**src/rtl/mux_sel_rr_arbiter_if.sv**
```systemverilog
// Bundle between the two requesting sources and the round-robin select generator.
// The sources raise req; the arbiter returns the mux select, the one-hot grant and debug state.
interface mux_sel_rr_arbiter_if #(
  parameter int SW_W = 8
);
  logic [1:0]      req;
  logic            sel;
  logic [1:0]      gnt;
  logic            busy;
  logic [SW_W-1:0] sw_count;
  logic [1:0]      dbg_state;

  // Level-based handshake: req[n] is sampled at each rising edge, and gnt[n] is high
  // in the cycle after that edge while source n's data sits on the mux I[n] input.
  modport master (output req, input sel, gnt, busy, sw_count, dbg_state);
  modport slave  (input req, output sel, gnt, busy, sw_count, dbg_state);
endinterface

```
**src/rtl/mux_sel_rr_arbiter.sv**
```systemverilog
// Round-robin SEL generator for a 2-to-1 mux with a bounded dwell time and a
// saturating count of direct channel-to-channel switches.
module mux_sel_rr_arbiter #(
  parameter int DWELL = 4,
  parameter int CNT_W = 3,
  parameter int SW_W  = 8
) (
  input logic                 clk,
  input logic                 rst,
  mux_sel_rr_arbiter_if.slave bus
);

  typedef enum logic [1:0] {IDLE = 2'd0, G0 = 2'd1, G1 = 2'd2} state_t;

  state_t          state_q, state_d;
  logic [CNT_W-1:0] cnt_q, cnt_d;
  logic            prio_q, prio_d;
  logic [SW_W-1:0] sw_q, sw_d;
  logic            sel_q, sel_d;
  logic [1:0]      gnt_q, gnt_d;
  logic            busy_q, busy_d;

  logic            go0, go1, sw_ev, at_dwell;

  // State register
  always_ff @(posedge clk) begin
    if (rst) begin
      state_q <= IDLE;
      cnt_q   <= '0;
      prio_q  <= 1'b0;
      sw_q    <= '0;
      sel_q   <= 1'b0;
      gnt_q   <= 2'b00;
      busy_q  <= 1'b0;
    end else begin
      state_q <= state_d;
      cnt_q   <= cnt_d;
      prio_q  <= prio_d;
      sw_q    <= sw_d;
      sel_q   <= sel_d;
      gnt_q   <= gnt_d;
      busy_q  <= busy_d;
    end
  end

  // Next-state logic: pick a grant target, then apply the common grant-entry updates.
  always_comb begin
    state_d  = state_q;
    cnt_d    = cnt_q;
    prio_d   = prio_q;
    sw_d     = sw_q;
    go0      = 1'b0;
    go1      = 1'b0;
    sw_ev    = 1'b0;
    at_dwell = (cnt_q == CNT_W'(DWELL));
    case (state_q)
      G0: begin
        if (!bus.req[0]) begin
          if (bus.req[1]) begin go1 = 1'b1; sw_ev = 1'b1; end
          else            state_d = IDLE;
        end else if (at_dwell) begin
          if (bus.req[1]) begin go1 = 1'b1; sw_ev = 1'b1; end
          else            cnt_d = CNT_W'(1);
        end else begin
          cnt_d = cnt_q + CNT_W'(1);
        end
      end
      G1: begin
        if (!bus.req[1]) begin
          if (bus.req[0]) begin go0 = 1'b1; sw_ev = 1'b1; end
          else            state_d = IDLE;
        end else if (at_dwell) begin
          if (bus.req[0]) begin go0 = 1'b1; sw_ev = 1'b1; end
          else            cnt_d = CNT_W'(1);
        end else begin
          cnt_d = cnt_q + CNT_W'(1);
        end
      end
      default: begin
        if (bus.req == 2'b01 || (bus.req == 2'b11 && !prio_q)) go0 = 1'b1;
        else if (bus.req[1])                                   go1 = 1'b1;
      end
    endcase
    if (go0) begin
      state_d = G0;
      cnt_d   = CNT_W'(1);
      prio_d  = 1'b1;
    end else if (go1) begin
      state_d = G1;
      cnt_d   = CNT_W'(1);
      prio_d  = 1'b0;
    end
    if (sw_ev && !(&sw_q)) sw_d = sw_q + SW_W'(1);
  end

  // Output logic decoded from the next state so the outputs land in the same edge.
  always_comb begin
    gnt_d  = 2'b00;
    sel_d  = sel_q;
    busy_d = 1'b0;
    case (state_d)
      G0:      begin gnt_d = 2'b01; sel_d = 1'b0; busy_d = 1'b1; end
      G1:      begin gnt_d = 2'b10; sel_d = 1'b1; busy_d = 1'b1; end
      default: begin gnt_d = 2'b00; sel_d = sel_q; busy_d = 1'b0; end
    endcase
  end

  assign bus.sel       = sel_q;
  assign bus.gnt       = gnt_q;
  assign bus.busy      = busy_q;
  assign bus.sw_count  = sw_q;
  assign bus.dbg_state = state_q;

endmodule

```
**src/flat_wrapper.sv**
```systemverilog
// flat-port wrapper written by rule: the top's interface ports become plain ports
module mux_sel_rr_arbiter_flat 
#(
  parameter int DWELL = 4,
  parameter int CNT_W = 3,
  parameter int SW_W  = 8
)
  (clk, rst, bus_req, bus_sel, bus_gnt, bus_busy, bus_sw_count, bus_dbg_state);
  mux_sel_rr_arbiter_if #(.SW_W(SW_W)) bus_i ();
  input logic clk;
  input logic rst;
  input wire logic [$bits(bus_i.req)-1:0] bus_req;
  output wire logic [$bits(bus_i.sel)-1:0] bus_sel;
  output wire logic [$bits(bus_i.gnt)-1:0] bus_gnt;
  output wire logic [$bits(bus_i.busy)-1:0] bus_busy;
  output wire logic [$bits(bus_i.sw_count)-1:0] bus_sw_count;
  output wire logic [$bits(bus_i.dbg_state)-1:0] bus_dbg_state;
  assign bus_i.req = bus_req;
  assign bus_sel = bus_i.sel;
  assign bus_gnt = bus_i.gnt;
  assign bus_busy = bus_i.busy;
  assign bus_sw_count = bus_i.sw_count;
  assign bus_dbg_state = bus_i.dbg_state;
  mux_sel_rr_arbiter #(.DWELL(DWELL), .CNT_W(CNT_W), .SW_W(SW_W)) u_core (.clk(clk), .rst(rst), .bus(bus_i));
endmodule
```
**config.mk**
```make
export PLATFORM = sky130hd
export DESIGN_NAME = mux_sel_rr_arbiter_flat
export DESIGN_NICKNAME = d
export VERILOG_FILES = /design/src/rtl/mux_sel_rr_arbiter_if.sv /design/src/rtl/mux_sel_rr_arbiter.sv /design/src/flat_wrapper.sv
export SDC_FILE = /design/constraint.sdc
export NUM_CORES = 1
export LEC_CHECK = 0
export ABC_AREA = 1
export ABC_CLOCK_PERIOD_IN_PS = 4400
export CAP_MARGIN = 20
export CORE_MARGIN = 3
export CORE_UTILIZATION = 56
export CTS_CLUSTER_DIAMETER = 30
export CTS_CLUSTER_SIZE = 20
export DETAILED_ROUTE_END_ITERATION = 8
export PLACE_DENSITY = 0.8
export SYNTH_ARGS = -nofsm -noshare
export SYNTH_HDL_FRONTEND = slang
export SYNTH_SLANG_ARGS = --single-unit
```
**constraint.sdc**
```tcl
create_clock -name clk -period 4.4 [get_ports clk]
set_input_delay 0.44 -clock clk [delete_from_list [all_inputs] [get_ports clk]]
set_output_delay 0.44 -clock clk [all_outputs]
set_load 0.005 [all_outputs]
```
# Word-level counts from Yosys, hierarchy flattened
# Index checks and enable logic that the tools add are counted.
[classes] add_sub_neg=2 eq_ne=15 muxes=32 reduce_logical=14
[ops] cell="$mux W3" count=6
[ops] cell="$mux W1" count=13
[ops] cell="$mux W2" count=6
[ops] cell="$ne A5 B3 Y1 const B" count=2
[ops] cell="$reduce_and A5 Y1" count=2
[ops] cell="$add A8 B1 Y8 const B" count=1
[ops] cell="$ne A4 B2 Y1 const B" count=2
[ops] cell="$pmux W1 S2" count=4
[ops] cell="$pmux W2 S2" count=2
[ops] cell="$reduce_and A8 Y1" count=1
[ops] cell="$eq A2 B1 Y1 const B" count=3
[ops] cell="$eq A2 B2 Y1 const B" count=3
[ops] cell="$ne A3 B3 Y1 const B" count=2
[ops] cell="$pmux W3 S2" count=1
[ops] cell="$reduce_bool A2 Y1" count=3
[ops] cell="$ne A2 B2 Y1 const B" count=2
[ops] cell="$reduce_bool A4 Y1" count=1
[ops] cell="$add A3 B1 Y3 const B" count=1
[ops] cell="$eq A3 B3 Y1 const B" count=1
[ops] cell="$reduce_or A3 Y1" count=1
[ops] cell="$logic_and A1 B1 Y1" count=2
[ops] cell="$logic_not A1 Y1" count=2
[ops] cell="$reduce_or A2 Y1" count=1
[ops] cell="$logic_or A1 B1 Y1" count=1
[word_totals] in_bits=4 wordCells=71 reg_bits=18

# Depth between registers and ports, before layout
[depth] depth_word=10 ltp_mapped=15 depth_no_buf=15

# Worst setup path after synthesis
# Ideal clock, no wire load.
[synth_timing] path_type="register -> register" startpoint="reg u_core.state_q[0] (netlist: u_core.bus.dbg_state[0])" endpoint="reg u_core.sel_q (netlist: u_core.bus.sel)" path_slack_ps=2561 t_arrival_ps=1712 n_path_buf=0 path_stages_with_launch=13 setup_time_ps=128 required_ps=4272 path_cell_list="dfxtp_1 inv_1 ha_1 nor2_2 nand2_2 nand2_1 inv_1 nand2_2 inv_1 ha_1 nor2_1 a21oi_1 nor2_1"
[synth_via] word_cells_on_any_way=15
[synth_lines] element="start, declared" line="mux_sel_rr_arbiter.sv:15" text="state_t state_q, state_d;"
[synth_lines] element="start signal, assigned" line="mux_sel_rr_arbiter.sv:36" text="state_q <= state_d;"
[synth_lines] element="$eq A2 B2 Y1 / $eq A2 B1 Y1 (equally long branches)" line="mux_sel_rr_arbiter.sv:56" text="case (state_q)"
[synth_lines] element="$pmux W2 S2 / $pmux W1 S2 (equally long branches)" line="mux_sel_rr_arbiter.sv:56"
[synth_lines] element="$mux W2" line="mux_sel_rr_arbiter.sv:88" text="end else if (go1) begin"
[synth_lines] element="$mux W2 (*)" line="mux_sel_rr_arbiter.sv:84" text="if (go0) begin"
[synth_lines] element="net u_core.state_d[1]" line="mux_sel_rr_arbiter.sv:15"
[synth_lines] element="$eq A2 B2 Y1 / $eq A2 B1 Y1 (equally long branches)" line="mux_sel_rr_arbiter.sv:101" text="case (state_d)"
[synth_lines] element="$pmux W1 S2 / $reduce_bool A2 Y1 (equally long branches)"
[synth_lines] element="end signal, assigned" line="mux_sel_rr_arbiter.sv:40" text="sel_q <= sel_d;"
[synth_lines] element="end, declared" line="mux_sel_rr_arbiter.sv:19" text="logic sel_q, sel_d;"
# Mark *: on every way through the listed nets, which the timed path passes. The rest lies on a longest branch.
# A chain may end at the register's enable or synchronous reset.

# Worst setup path after layout
# Same ends and word-level chain as after synthesis.

==> metrics.md <==
| Metric | Value |
|---|---|
| Status | `finished, final reports clean` |
| Met1 GRT Util | `24.7%` |
| Count of different cell masters after synthesis | `19` |
| Nets | `203` |
| Most common cell in the netlist | `nand2_1` |
| Max Cap Viol | `0` |
| Grt met3 use | `5.14%` |
| Highest clock rate | `511 MHz` |
| Critical Path End Type | `register` |
| Hold Crit Depth | `2` |
| Slack of the critical path | `2.44 ns` |
| Pre-CTS setup slack | `2.15 ns` |
| 1st-iter DRT viols | `20` |
| Tightest slew margin relative to the limit | `76.5%` |
| Most area-consuming cells after synthesis | `dfxtp_1 (33%), nand2_1 (16%), inv_1 (10%), nor2_1 (9.0%), ha_1 (8.1%)` |
| TritonCTS clock tree | `done` |
| Sink Count | `18` |
| Area growth, synth to finish | `21.5%` |
| Post-synthesis cell area | `0.00109 mm²` |
| WS Path Type | `register to register` |
| Placed cells | `212` |
| R2R Setup Slk | `2.44 ns` |
| Hpwl dp | `1710 µm` |
| Num ports | `18` |
| Syn Area/Cell | `6.36 µm²` |
| Syn Nets | `182` |
| Max Slew Vio Count | `0` |
| Register area share after synthesis | `33.1%` |
| Worst hold slack | `0.472 ns` |
| Die width | `50.1 µm` |
| Core Region | `0.00178 mm²` |
| Post-synth top cells | `nand2_1 (46), inv_1 (29), nor2_1 (26)` |
| Capturing point of the worst reg2reg path | `u_core.bus.sel$_SDFFE_PP0P_` |
| TNS Setup | `0 ns` |
| Cells after Synth | `171` |
| Max VDD drop | `0.290 mV` |
| HP Class | `register to register` |
| Worst hold path startpoint | `u_core.prio_q$_SDFFE_PP0P_` |
| Pwr Total | `0.412 mW` |
| Fillers | `151` |
| Pleak | `0.640 nW` |
| Die H | `50.1 µm` |
| Critical path arrival | `2.16 ns` |
| Clock tree buffer depth | `2` |
| GRT overflow | `0` |
| Worst endpoint required time | `4.60 ns` |
| # DRC | `0` |
| Hold Path End | `u_core.prio_q$_SDFFE_PP0P_` |
| Post-synth EDFFs | `0` |
| CTS buffer count | `3` |
| Synth warn | `0` |
| Synth top area share | `33.1%` |
| Power density over cell area | `311 mW/mm²` |
| CP delay by family, top | `adder cells` |
| RSZ-0062 raised after global routing | `no` |
| Die area | `0.00251 mm²` |
| N_diodes | `0` |
| Initial antenna violation count | `0` |
| Critical Path Max Stage Delay | `0.38 ns` |
| Total wire length | `2280 µm` |
| Synth Register Bits | `18` |
| Ys async rst share | `0%` |
| Pin count of the biggest net entering global routing | `12` |
| Worst skew pair latency | `0.31 ns` |
| Final ANT Viol Nets | `0` |
| Number of vias in the routed layout | `1,076` |
| Root Buffer | `clkbuf_4` |
| Crit path max fanout | `5` |
| # Post-CTS Setup Buffers | `0` |
| Port bufs | `17` |
| GP Congestion | `0.771` |
| Final Hold Fails | `0` |
| Share of layout cells above drive strength 1 | `10.5%` |
| Final Setup Violations | `0` |
| Initial Util | `61.0%` |
| Crit start category | `register` |
| Fin cells | `216` |
| Clock skew | `0.00877 ns` |
| Rows | `15` |
| Clk slew on worst S/H paths | `0.11 ns` |
| Post-CTS Hold Buffers | `0` |
| Critical path buffers and inverters | `3` |
| Cts repair resizes | `0` |
| Yosys top cell by area | `dfxtp_1` |
| Iteration count of the initial detailed-routing pass | `4` |
| Grt met2 use | `38.0%` |
| First-pass GRT wire length | `4220 µm` |
| Vias per Instance | `4.98` |
| Slew @ Worst Pin | `0.351 ns` |
| Number of global-route vias before repair | `1,029` |
| Critical-path cell list | `inv_1, ha_1, nor2_2, nand2_2, nand2_1, inv_1, nand2_2, inv_1, ha_1, nor2_1, a21oi_1, nor2_1` |
| Final cycle utilization of the critical path | `44.5%` |
| H-tree levels | `1` |
| Routed WL per cell | `10.5 µm` |
| Most Crowded Layer GR | `met2` |
| Synth Flop Type | `dfxtp_1` |
| GR Util All Layers | `21.5%` |
| Critical-path top delay cell | `dfxtp_1` |
| RR Startpoint | `u_core.bus.dbg_state[0]$_SDFF_PP0_` |
| R2R depth | `12` |
| CP most frequent cell | `inv_1` |
| Fin crit period | `1.96 ns` |
## routing by layer
metal / share of wire (%) / up-vias
met5: 0 / -
met4: 1.3 / 0
met3: 4.2 / 5
met2: 50 / 24
met1: 45 / 484
li1: - / 563
## report_power, final
group | switching [mW] | internal, mW | leakage (nW)
logic | 0.0670 | 0.0504 | 0.472
registers | 0.00938 | 0.177 | 0.147
clock network | 0.0570 | 0.0506 | 0.0210
total | 0.133 | 0.278 | 0.640
## placed cells by master, fill, tap and decap left out
cell type,instances
nand4_1,4
nand2_4,2
inv_2,2
nand2_2,7
clkbuf_4,3
nor2_2,4
nor2_1,26
o21ai_0,2
xor2_1,1
inv_1,29
o21ai_1,3
or2_2,1
nand3_1,11
dfxtp_1,18
nand2_1,46
clkbuf_8,1
nand3b_1,1
nor3_1,1
a21oi_1,5
clkdlybuf4s50_1,17
ha_1,7
## cell families (layout without fill, tap and decap cells)
kind of cell             count (synthesis)  count (layout)  synth area share (%)
XOR/XNOR                                 1               1                 0.806
flip-flops                              18              18                  33.1
AND/OR/NAND/NOR                        103             103                  42.3
adder cells (fa/ha/maj)                  7               7                  8.05
buffers and inverters                   32              52                  11.0
AO/OA/AOI/OAI                           10              10                  4.60
## area by class of cell
type / instances / area (µm²) / share of cell area [%]
Multi-Input combinational cell: 121 / 607 / 45.9
Sequential cell: 18 / 360 / 27.3
Timing Repair Buffer: 17 / 170 / 12.9
Inverter: 31 / 116 / 8.81
Clock buffer: 4 / 36.3 / 2.75
Tap cell: 25 / 31.3 / 2.37
## stage by stage
stage	area [µm²]	util, %
after floorplan	1090	-
after global placement	1280	72.1
after detailed placement	1280	72.1
after CTS	1320	74.1
after global routing	1320	74.1
final	1320	74.1
## worst reg2reg max path: stages, from the launching register on
cell and delay [ns]:
dfxtp_1 0.38, inv_1 0.06, ha_1 0.36, nor2_2 0.14
nand2_2 0.08, nand2_1 0.12, inv_1 0.08, nand2_2 0.09
inv_1 0.04, ha_1 0.30, nor2_1 0.05, a21oi_1 0.11
nor2_1 0.05
## state kept, by name, indices dropped and copies added (netlist names)
register	count
u_core.bus.sw_count	8
u_core.bus.gnt	2
u_core.cnt_q	3
u_core.bus.busy	1
u_core.prio_q	1
u_core.bus.dbg_state	2
u_core.bus.sel	1
## worst max-delay path by stage
| stage | from | to | slack [ns] | depth (start not counted) |
|---|---|---|---|---|
| 3_3_place_gp | bus_req[0] | u_core.bus.sel$_SDFFE_PP0P_ | 2.18 | 12 |
| 6_report | u_core.bus.dbg_state[0]$_SDFF_PP0_ | u_core.bus.sel$_SDFFE_PP0P_ | 2.44 | 12 |
| 2_1_floorplan | u_core.bus.dbg_state[0]$_SDFF_PP0_ | u_core.bus.sel$_SDFFE_PP0P_ | 2.56 | 12 |
| 3_5_place_dp | bus_req[0] | u_core.bus.sel$_SDFFE_PP0P_ | 2.15 | 12 |
| 5_1_grt | u_core.bus.dbg_state[0]$_SDFF_PP0_ | u_core.bus.sel$_SDFFE_PP0P_ | 2.24 | 12 |
| 4_1_cts | u_core.bus.dbg_state[0]$_SDFF_PP0_ | u_core.bus.sel$_SDFFE_PP0P_ | 2.43 | 12 |
Power figures use the tool's default switching activity.
